`config.mk`:
```
export PLATFORM = sky130hd
export DESIGN_NAME = demux_stream_n
export DESIGN_NICKNAME = d
export VERILOG_FILES = /design/src/rtl/demux_stream_n.sv
export SDC_FILE = /design/constraint.sdc
export NUM_CORES = 1
export LEC_CHECK = 0
export ABC_CLOCK_PERIOD_IN_PS = 1800
export CAP_MARGIN = 10
export CORE_ASPECT_RATIO = 1.1
export CORE_MARGIN = 5
export CORE_UTILIZATION = 47
export CTS_BUF_LIST = sky130_fd_sc_hd__clkbuf_8
export DETAILED_ROUTE_END_ITERATION = 16
export GPL_TIMING_DRIVEN = 0
export HOLD_SLACK_MARGIN = 0.06
export MAX_ROUTING_LAYER = met4
export PLACE_DENSITY = 0.94
export SYNTH_ARGS = -nofsm -noshare
export SYNTH_HDL_FRONTEND = slang
export SYNTH_SLANG_ARGS = --single-unit
```
`constraint.sdc`:
```
create_clock -name clk -period 1.8 [get_ports clk]
set_input_delay 0.36 -clock clk [delete_from_list [all_inputs] [get_ports clk]]
set_output_delay 0.36 -clock clk [all_outputs]
set_load 0.01 [all_outputs]
```
`src/rtl/demux_stream_n.sv`:
```
// Registered 1-to-N stream demultiplexer with broadcast mode and a saturating
// counter of words whose select falls outside the channel range.
module demux_stream_n #(
    parameter int WIDTH    = 8,
    parameter int CHANNELS = 8,
    parameter int SEL_W    = 3
) (
    input  logic                      clk,
    input  logic                      reset,
    input  logic                      enable,
    input  logic [WIDTH-1:0]          in_data,
    input  logic [SEL_W-1:0]          in_sel,
    input  logic                      in_bcast,
    input  logic                      in_valid,
    output logic                      in_ready,
    output logic [CHANNELS*WIDTH-1:0] out_data,
    output logic [CHANNELS-1:0]       out_valid,
    input  logic [CHANNELS-1:0]       out_ready,
    output logic [7:0]                drop_count
);

    logic [CHANNELS-1:0]       vld_q, vld_d;
    logic [CHANNELS*WIDTH-1:0] data_q, data_d;
    logic [7:0]                drop_q, drop_d;

    logic [CHANNELS-1:0] free_w;
    logic [CHANNELS-1:0] dec_w;
    logic [CHANNELS-1:0] load_w;
    logic                in_range_w;
    logic                accept_w;
    logic                drop_inc_w;

    // An out-of-range select shifts the single one off the top, leaving no hit.
    assign dec_w      = {{(CHANNELS-1){1'b0}}, 1'b1} << in_sel;
    assign in_range_w = (32'(in_sel) < CHANNELS);
    assign free_w     = ~vld_q | out_ready;

    always_comb begin
        in_ready = 1'b0;
        if (!enable)
            in_ready = 1'b0;
        else if (in_bcast)
            in_ready = &free_w;
        else if (in_range_w)
            in_ready = |(free_w & dec_w);
        else
            in_ready = 1'b1;
    end

    assign accept_w   = in_valid && in_ready;
    assign load_w     = accept_w ? (in_bcast ? {CHANNELS{1'b1}} : dec_w) : '0;
    assign drop_inc_w = accept_w && !in_bcast && !in_range_w;

    // A load wins over a drain, so a busy channel can accept one word per cycle.
    always_comb begin
        vld_d  = load_w | (vld_q & ~out_ready);
        data_d = data_q;
        for (int i = 0; i < CHANNELS; i++) begin
            if (load_w[i])
                data_d[i*WIDTH +: WIDTH] = in_data;
        end
        drop_d = drop_q;
        if (drop_inc_w && (drop_q != 8'hFF))
            drop_d = drop_q + 8'd1;
    end

    always_ff @(posedge clk) begin
        if (reset) begin
            vld_q  <= '0;
            data_q <= '0;
            drop_q <= '0;
        end else begin
            vld_q  <= vld_d;
            data_q <= data_d;
            drop_q <= drop_d;
        end
    end

    assign out_valid  = vld_q;
    assign out_data   = data_q;
    assign drop_count = drop_q;

endmodule

```
==> summary.md, run 1 <==
| Metric | Value |
|---|---|
| Final setup vio count | `1` |
| Worst r2r src | `out_valid[1]` |
| CTS tree | `built` |
| Post-synth ARST share | `0%` |
| Final period utilization | `105%` |
| Synthesized cell area | `3130 um2` |
| Critical path peak fanout | `7` |
| Yosys top cell area share | `46.0%` |
| Inserted Diodes | `0` |
| H-Tree Depth | `3` |
| Crit path required time | `1.44 ns` |
| Cells after DPL | `484` |
| Placed instance area | `4220 um2` |
| TritonCTS sink count | `72` |
| PwrDens | `824 nW/um2` |
| Fmax | `0.530 GHz` |
| GP Congestion | `0.886` |
| Worst Setup End Kind | `output pin` |
| Clk_skew | `0.00575 ns` |
| CTS Buf Count | `9` |
| Synthesis-to-finish area growth | `49.1%` |
| Mean Syn Cell Area | `10.5 um2` |
| First-pass GRT wire length | `12,900 um` |
| Total die area | `8400 um2` |
| Min cycle time layout | `1.89 ns` |
| Reg clk slew, reported paths | `0.07 ns` |
| Reg2reg setup slack | `0.04 ns` |
| Hold Path End | `out_valid[5]` |
| Fin. max-slew vios | `0` |
| Crit Path Category | `input port to output pin` |
| Final hold violation count | `0` |
| Worst R2R End | `out_data[12]` |
| CTS Hold Bufs | `0` |
| Final instance area | `4670 um2` |
| Synth area leaders | `dfxtp_1 (46%), mux2i_1 (20%), nand2b_1 (16%), buf_4 (3.1%), a211o_1 (1.7%)` |
| Initial antenna violation count | `0` |
| Vias in the first global route | `2,654` |
| Sequential share of the synthesized area | `46.0%` |
| Drt total wl | `8610 um` |
| HP Start | `out_ready[5]` |
| I/O pins | `105` |
| Post-route non-filler standard cell count | `509` |
| Die Y-Extent | `95.6 um` |
| Place WS | `-0.895 ns` |
| Die width | `87.9 um` |
| Routed WL per cell | `16.9 um` |
| Via Count | `2,579` |
| #FFs+latches synth | `72` |
| Starting Density | `47.8%` |
| RSZ-0062 raised after global routing | `yes` |
| Post-DR vias/cell | `5.07` |
| Row count | `31` |
| Total grt overflow | `0` |
| Pin count of the biggest net entering global routing | `13` |
| Worst reg2reg path depth | `8` |
| Share of cells above drive strength 1 | `17.3%` |
| Hold WS | `0.435 ns` |
| Core Region | `6560 um2` |
| Synth cell types | `26` |
| Main synth FF type | `dfxtp_1` |
| Final ANT Viol Nets | `0` |
| Residual DRC count | `0` |
| Outcome | `finished, violations left` |
| Crit path launch type | `input port` |
| First-pass iteration count of the detailed router | `4` |
| EDFF count, synth | `0` |
| Setup_tns | `-0.0879 ns` |
| Final worst slack | `-0.0879 ns` |
| Nets | `446` |
| Final HPWL from detailed placement | `5970 um` |
| Overall routing resource usage | `20.9%` |
| Static leakage power | `2.14 nW` |
| Failing checks | `negative setup slack` |
| Cells after synthesis | `299` |
| PortBufs | `96` |
| Synth Warn # | `0` |
| Iter 0 DRT Violations | `132` |
| Critical path arrival | `1.53 ns` |
| Root Driver | `clkbuf_8` |
| Max IR drop VDD | `0.000479 V` |
| Clk_lat worst skew | `0.35 ns` |
| Post-synth top area cell | `dfxtp_1` |
| Hold Path Class | `input port to register` |
| Longest Clk Path Bufs | `2` |
| Power Total | `3.85 mW` |
| Util after Layout | `71.3%` |
| WHS Path Cells | `3` |
| Most frequent cells in the layout | `clkdlybuf4s50_1 (83), nand2b_1 (73), dfxtp_1 (65)` |
| Leading cell type in the layout, fill and taps excluded | `clkdlybuf4s50_1` |
| Max-Cap Viols | `0` |
[area by class of cell]
| type | instances | area [um2] |
|---|---|---|
| multi-input combinational | 197 | 1600 |
| fill | 476 | 1880 |
| clock buffer | 10 | 138 |
| sequential | 72 | 1450 |
| buffer | 35 | 236 |
| inverter | 1 | 3.75 |
| clock inverter | 6 | 108 |
| timing repair buffer | 106 | 1030 |
| tap | 82 | 103 |
[critical path, cell delays in order]
cell	delay (ns)
dlygate4sd2_1	0.31
nand3b_1	0.18
a31o_1	0.24
a221oi_2	0.27
buf_2	0.17
[state kept, by name, indices dropped and copies added, names as in the netlist]
| register | flops |
|---|---|
| out_data | 64 |
| out_valid | 8 |
[layer usage]
layer | global-route usage, % | wire length (um)
met1 | 23.3 | 3620
met2 | 35.6 | 4260
met3 | 5.01 | 568
met4 | 8.44 | 159
met5 | - | 0
[what timing repair did]
item,4_1_cts,5_1_grt
pin swaps,6,4
setup endpoints to repair,73,65
gates cloned,0,1
gates resized for setup,39,20
setup buffers,9,0
[cell usage after synthesis (3+ instances only)]
master    number
a211o_1        6
a21oi_1        8
a221o_1        3
a32oi_1        5
buf_1          8
buf_4         13
buf_6          4
clkbuf_1       9
dfxtp_1       72
mux2i_1       64
nand2_1        5
nand2b_1      81
[how the worst max path moves through the flow]
stage                            start        to  slack (ns)  depth (start not counted)
final                        in_sel[2]  in_ready       -0.09                          5
after global routing      out_valid[1]  in_ready       -0.16                          6
after CTS                 out_valid[4]  in_ready       -0.14                          6
after detailed placement     in_sel[0]  in_ready       -0.89                          6
after global placement       in_sel[0]  in_ready       -0.87                          6
after floorplan           out_ready[5]  in_ready        0.13                          5
[power breakdown]
part | switching (mW) | internal [mW] | total, mW
combinational | 0.268 | 0.334 | 0.602
sequential | 0.0415 | 1.66 | 1.70
clock | 0.597 | 0.953 | 1.55
[kinds of logic after synthesis]
logic type	share of synthesized area (%)
compound gates	7.15
flops	46.0
simple gates	19.3
buf+inv	7.03
other cells	0.120
mux	20.4
Note: power is estimated with default switching activity, not from simulation.
==> run 2: changes to the inputs <==
==> constraint.sdc (replaced) <==
create_clock -name clk -period 1.8 [get_ports clk]
set_input_delay 0.36 -clock clk [delete_from_list [all_inputs] [get_ports clk]]
set_output_delay 0.36 -clock clk [all_outputs]
set_load 0.005 [all_outputs]
==> results of run 2 <==
The final DEF is identical to that of run 1. Status: finished, violations left: negative setup slack.
Among the figures that moved: setup slack after placement -0.895 ns -> -0.859 ns; setup slack after layout -0.0879 ns -> -0.0699 ns; setup TNS -0.0879 ns -> -0.0699 ns; total power 3.85 mW -> 3.82 mW; worst IR drop on VDD 0.000479 V -> 0.000476 V
==> run 3: changes to the inputs <==
--- a/config.mk
+++ b/config.mk
@@ -16,6 +16,8 @@
 export HOLD_SLACK_MARGIN = 0.06
 export MAX_ROUTING_LAYER = met4
 export PLACE_DENSITY = 0.94
+export SKIP_CTS_REPAIR_TIMING = 1
+export SLEW_MARGIN = 20
 export SYNTH_ARGS = -nofsm -noshare
 export SYNTH_HDL_FRONTEND = slang
 export SYNTH_SLANG_ARGS = --single-unit
==> run 3 against run 2 <==
- the run still ends with negative setup slack left
- design area up 3.2%
- sequential share of layout area down 1.1 points
- global-route usage down 0.76 points
- critical path type unchanged
- largest cell class unchanged
==> summary.md, run 3 (same netlist as run 1, synthesis figures left out) <==
| Metric | Value |
|---|---|
| Outcome | `finished, violations left (unchanged)` |
| Failing checks | `negative setup slack (unchanged)` |
| Initial antenna violation count | `0 (unchanged)` |
| RSZ-0062 raised after global routing | `yes (unchanged)` |
| Max_slew headroom | `65.2%` |
| Leading cell type in the layout, fill and taps excluded | `clkdlybuf4s50_1 (unchanged)` |
| CTS Buf Count | `9 (unchanged)` |
| Worst Setup End Kind | `output pin (unchanged)` |
| Total die area | `8400 um2 (unchanged)` |
| Setup_tns | `-0.684 ns (was -0.0699 ns)` |
| First-pass iteration count of the detailed router | `5 (was 4)` |
| Die Y-Extent | `95.6 um (unchanged)` |
| Crit Path Category | `input port to output pin (unchanged)` |
| Worst-Margin Slew | `0.522 ns` |
| Final period utilization | `107% (was 104%)` |
| PortBufs | `96 (unchanged)` |
| GR Util met1 | `22.6% (was 23.3%)` |
| Die width | `87.9 um (unchanged)` |
| Post-route non-filler standard cell count | `520 (was 509)` |
| Core Region | `6560 um2 (unchanged)` |
| First-pass GRT wire length | `12,500 um (was 12,900 um)` |
| GP Congestion | `0.886 (unchanged)` |
| Drt total wl | `9480 um (was 8610 um)` |
| Final worst slack | `-0.134 ns (was -0.0699 ns)` |
| M3 GR Usage | `4.84% (was 5.01%)` |
| TritonCTS sink count | `72 (unchanged)` |
| Final ANT Viol Nets | `0 (unchanged)` |
| I/O pins | `105 (unchanged)` |
| Routed WL per cell | `18.2 um (was 16.9 um)` |
| Power Total | `3.89 mW (was 3.82 mW)` |
| Fin. max-slew vios | `0 (unchanged)` |
| Synthesis-to-finish area growth | `53.9% (was 49.1%)` |
| Critical path peak fanout | `7 (unchanged)` |
| Max-Cap Viols | `0 (unchanged)` |
| Hold WS | `0.328 ns (was 0.435 ns)` |
| Final HPWL from detailed placement | `5970 um (unchanged)` |
| Final setup vio count | `26 (was 1)` |
| CTS tree | `built (unchanged)` |
| Overall routing resource usage | `20.1% (was 20.9%)` |
| Critical path arrival | `1.57 ns (was 1.51 ns)` |
| Cells after DPL | `484 (unchanged)` |
| Share of cells above drive strength 1 | `18.3% (was 17.3%)` |
| Total grt overflow | `0 (unchanged)` |
| Static leakage power | `2.29 nW (was 2.14 nW)` |
| Residual DRC count | `0 (unchanged)` |
| Inserted Diodes | `0 (unchanged)` |
| Max reg flops | `64 (unchanged)` |
| Longest Clk Path Bufs | `2 (unchanged)` |
| Post-DR vias/cell | `5.17 (was 5.07)` |
| Crit path required time | `1.44 ns (about the same)` |
| Hold Path Class | `input port to register (unchanged)` |
| Pin count of the biggest net entering global routing | `13 (unchanged)` |
| Final hold violation count | `0 (unchanged)` |
| Util after Layout | `73.6% (was 71.3%)` |
| Iter 0 DRT Violations | `144 (was 132)` |
| Row count | `31 (unchanged)` |
| Grt met2 use | `34.2% (was 35.6%)` |
| Via Count | `2,689 (was 2,579)` |
| H-Tree Depth | `3 (unchanged)` |
| Vias in the first global route | `2,586 (was 2,654)` |
| Most frequent cells in the layout | `clkdlybuf4s50_1 (83), nand2b_1 (73), dfxtp_1 (69) (was clkdlybuf4s50_1 (83), nand2b_1 (73), dfxtp_1 (65))` |
| Clk_skew | `0.00825 ns (was 0.00575 ns)` |
| Reg clk slew, reported paths | `0.08 ns (was 0.07 ns)` |
| Clk_lat worst skew | `0.35 ns (about the same)` |
| Crit path launch type | `input port (unchanged)` |
| Max IR drop VDD | `0.000478 V (was 0.000476 V)` |
| GR peak layer | `met2 (unchanged)` |
| PwrDens | `806 nW/um2 (was 818 nW/um2)` |
| Root Driver | `clkbuf_8 (unchanged)` |
| Nets | `457 (was 446)` |
| Fmax | `0.517 GHz (was 0.535 GHz)` |
| Reg2reg setup slack | `-0.04 ns (was 0.04 ns)` |
| Min cycle time layout | `1.93 ns (was 1.87 ns)` |
| Starting Density | `47.8% (unchanged)` |
[run 3: cell types whose count changed in the layout (fill, tap and decap cells not counted), sizes merged]
cell / delta
clkbuf: -1
dlymetal6s2s: +12
dlygate4sd2: -10
buf: +12
clkdlybuf4s15: -2
[run 3: path summary, 6_finish.rpt]
check	from	endpoint	depth (start not counted)
max	in_sel[0]	in_ready	6
min	out_ready[3]	out_valid[3]	3
max reg2reg	out_valid[6]	out_data[36]	9
min reg2reg	out_data[11]	out_data[11]	2
[run 3: layout make-up]
type / instances / area [um2]
fill: 457 / 1730
multi-input combinational: 197 / 1600
sequential: 72 / 1450
timing repair buffer: 116 / 1170
buffer: 36 / 256
clock buffer: 10 / 138
clock inverter: 6 / 108
tap: 82 / 103
inverter: 1 / 3.75
[run 3: power by group]
part           total, mW  leakage, nW  switching (mW)  internal [mW]
combinational      0.622         1.57           0.260          0.362
clock               1.57        0.128           0.614          0.954
sequential          1.70        0.585          0.0420           1.66
total               3.89         2.29           0.917           2.97
[run 3: stage by stage]
| stage | setup slack, ns | instance area (um2) |
|---|---|---|
| 5_1_grt | -0.212 | 4820 |
| 2_1_floorplan | 0.190 | 3160 |
| 4_1_cts | -0.876 | 4470 |
| 3_5_place_dp | -0.859 | 4220 |
| 3_3_place_gp | -0.835 | 4220 |
| 6_report | -0.134 | 4820 |
[run 3: critical path, stage by stage]
cell            delay, ns
dlymetal6s2s_1       0.26
and2_2               0.27
a22o_2               0.20
o22ai_4              0.07
a221oi_2             0.27
buf_2                0.15
[run 3: metal layers]
metal / part of all wire [%] / wire [um]
met5: 0 / 0
met4: 1.5 / 139
met3: 7.2 / 679
met2: 50 / 4770
met1: 41 / 3890
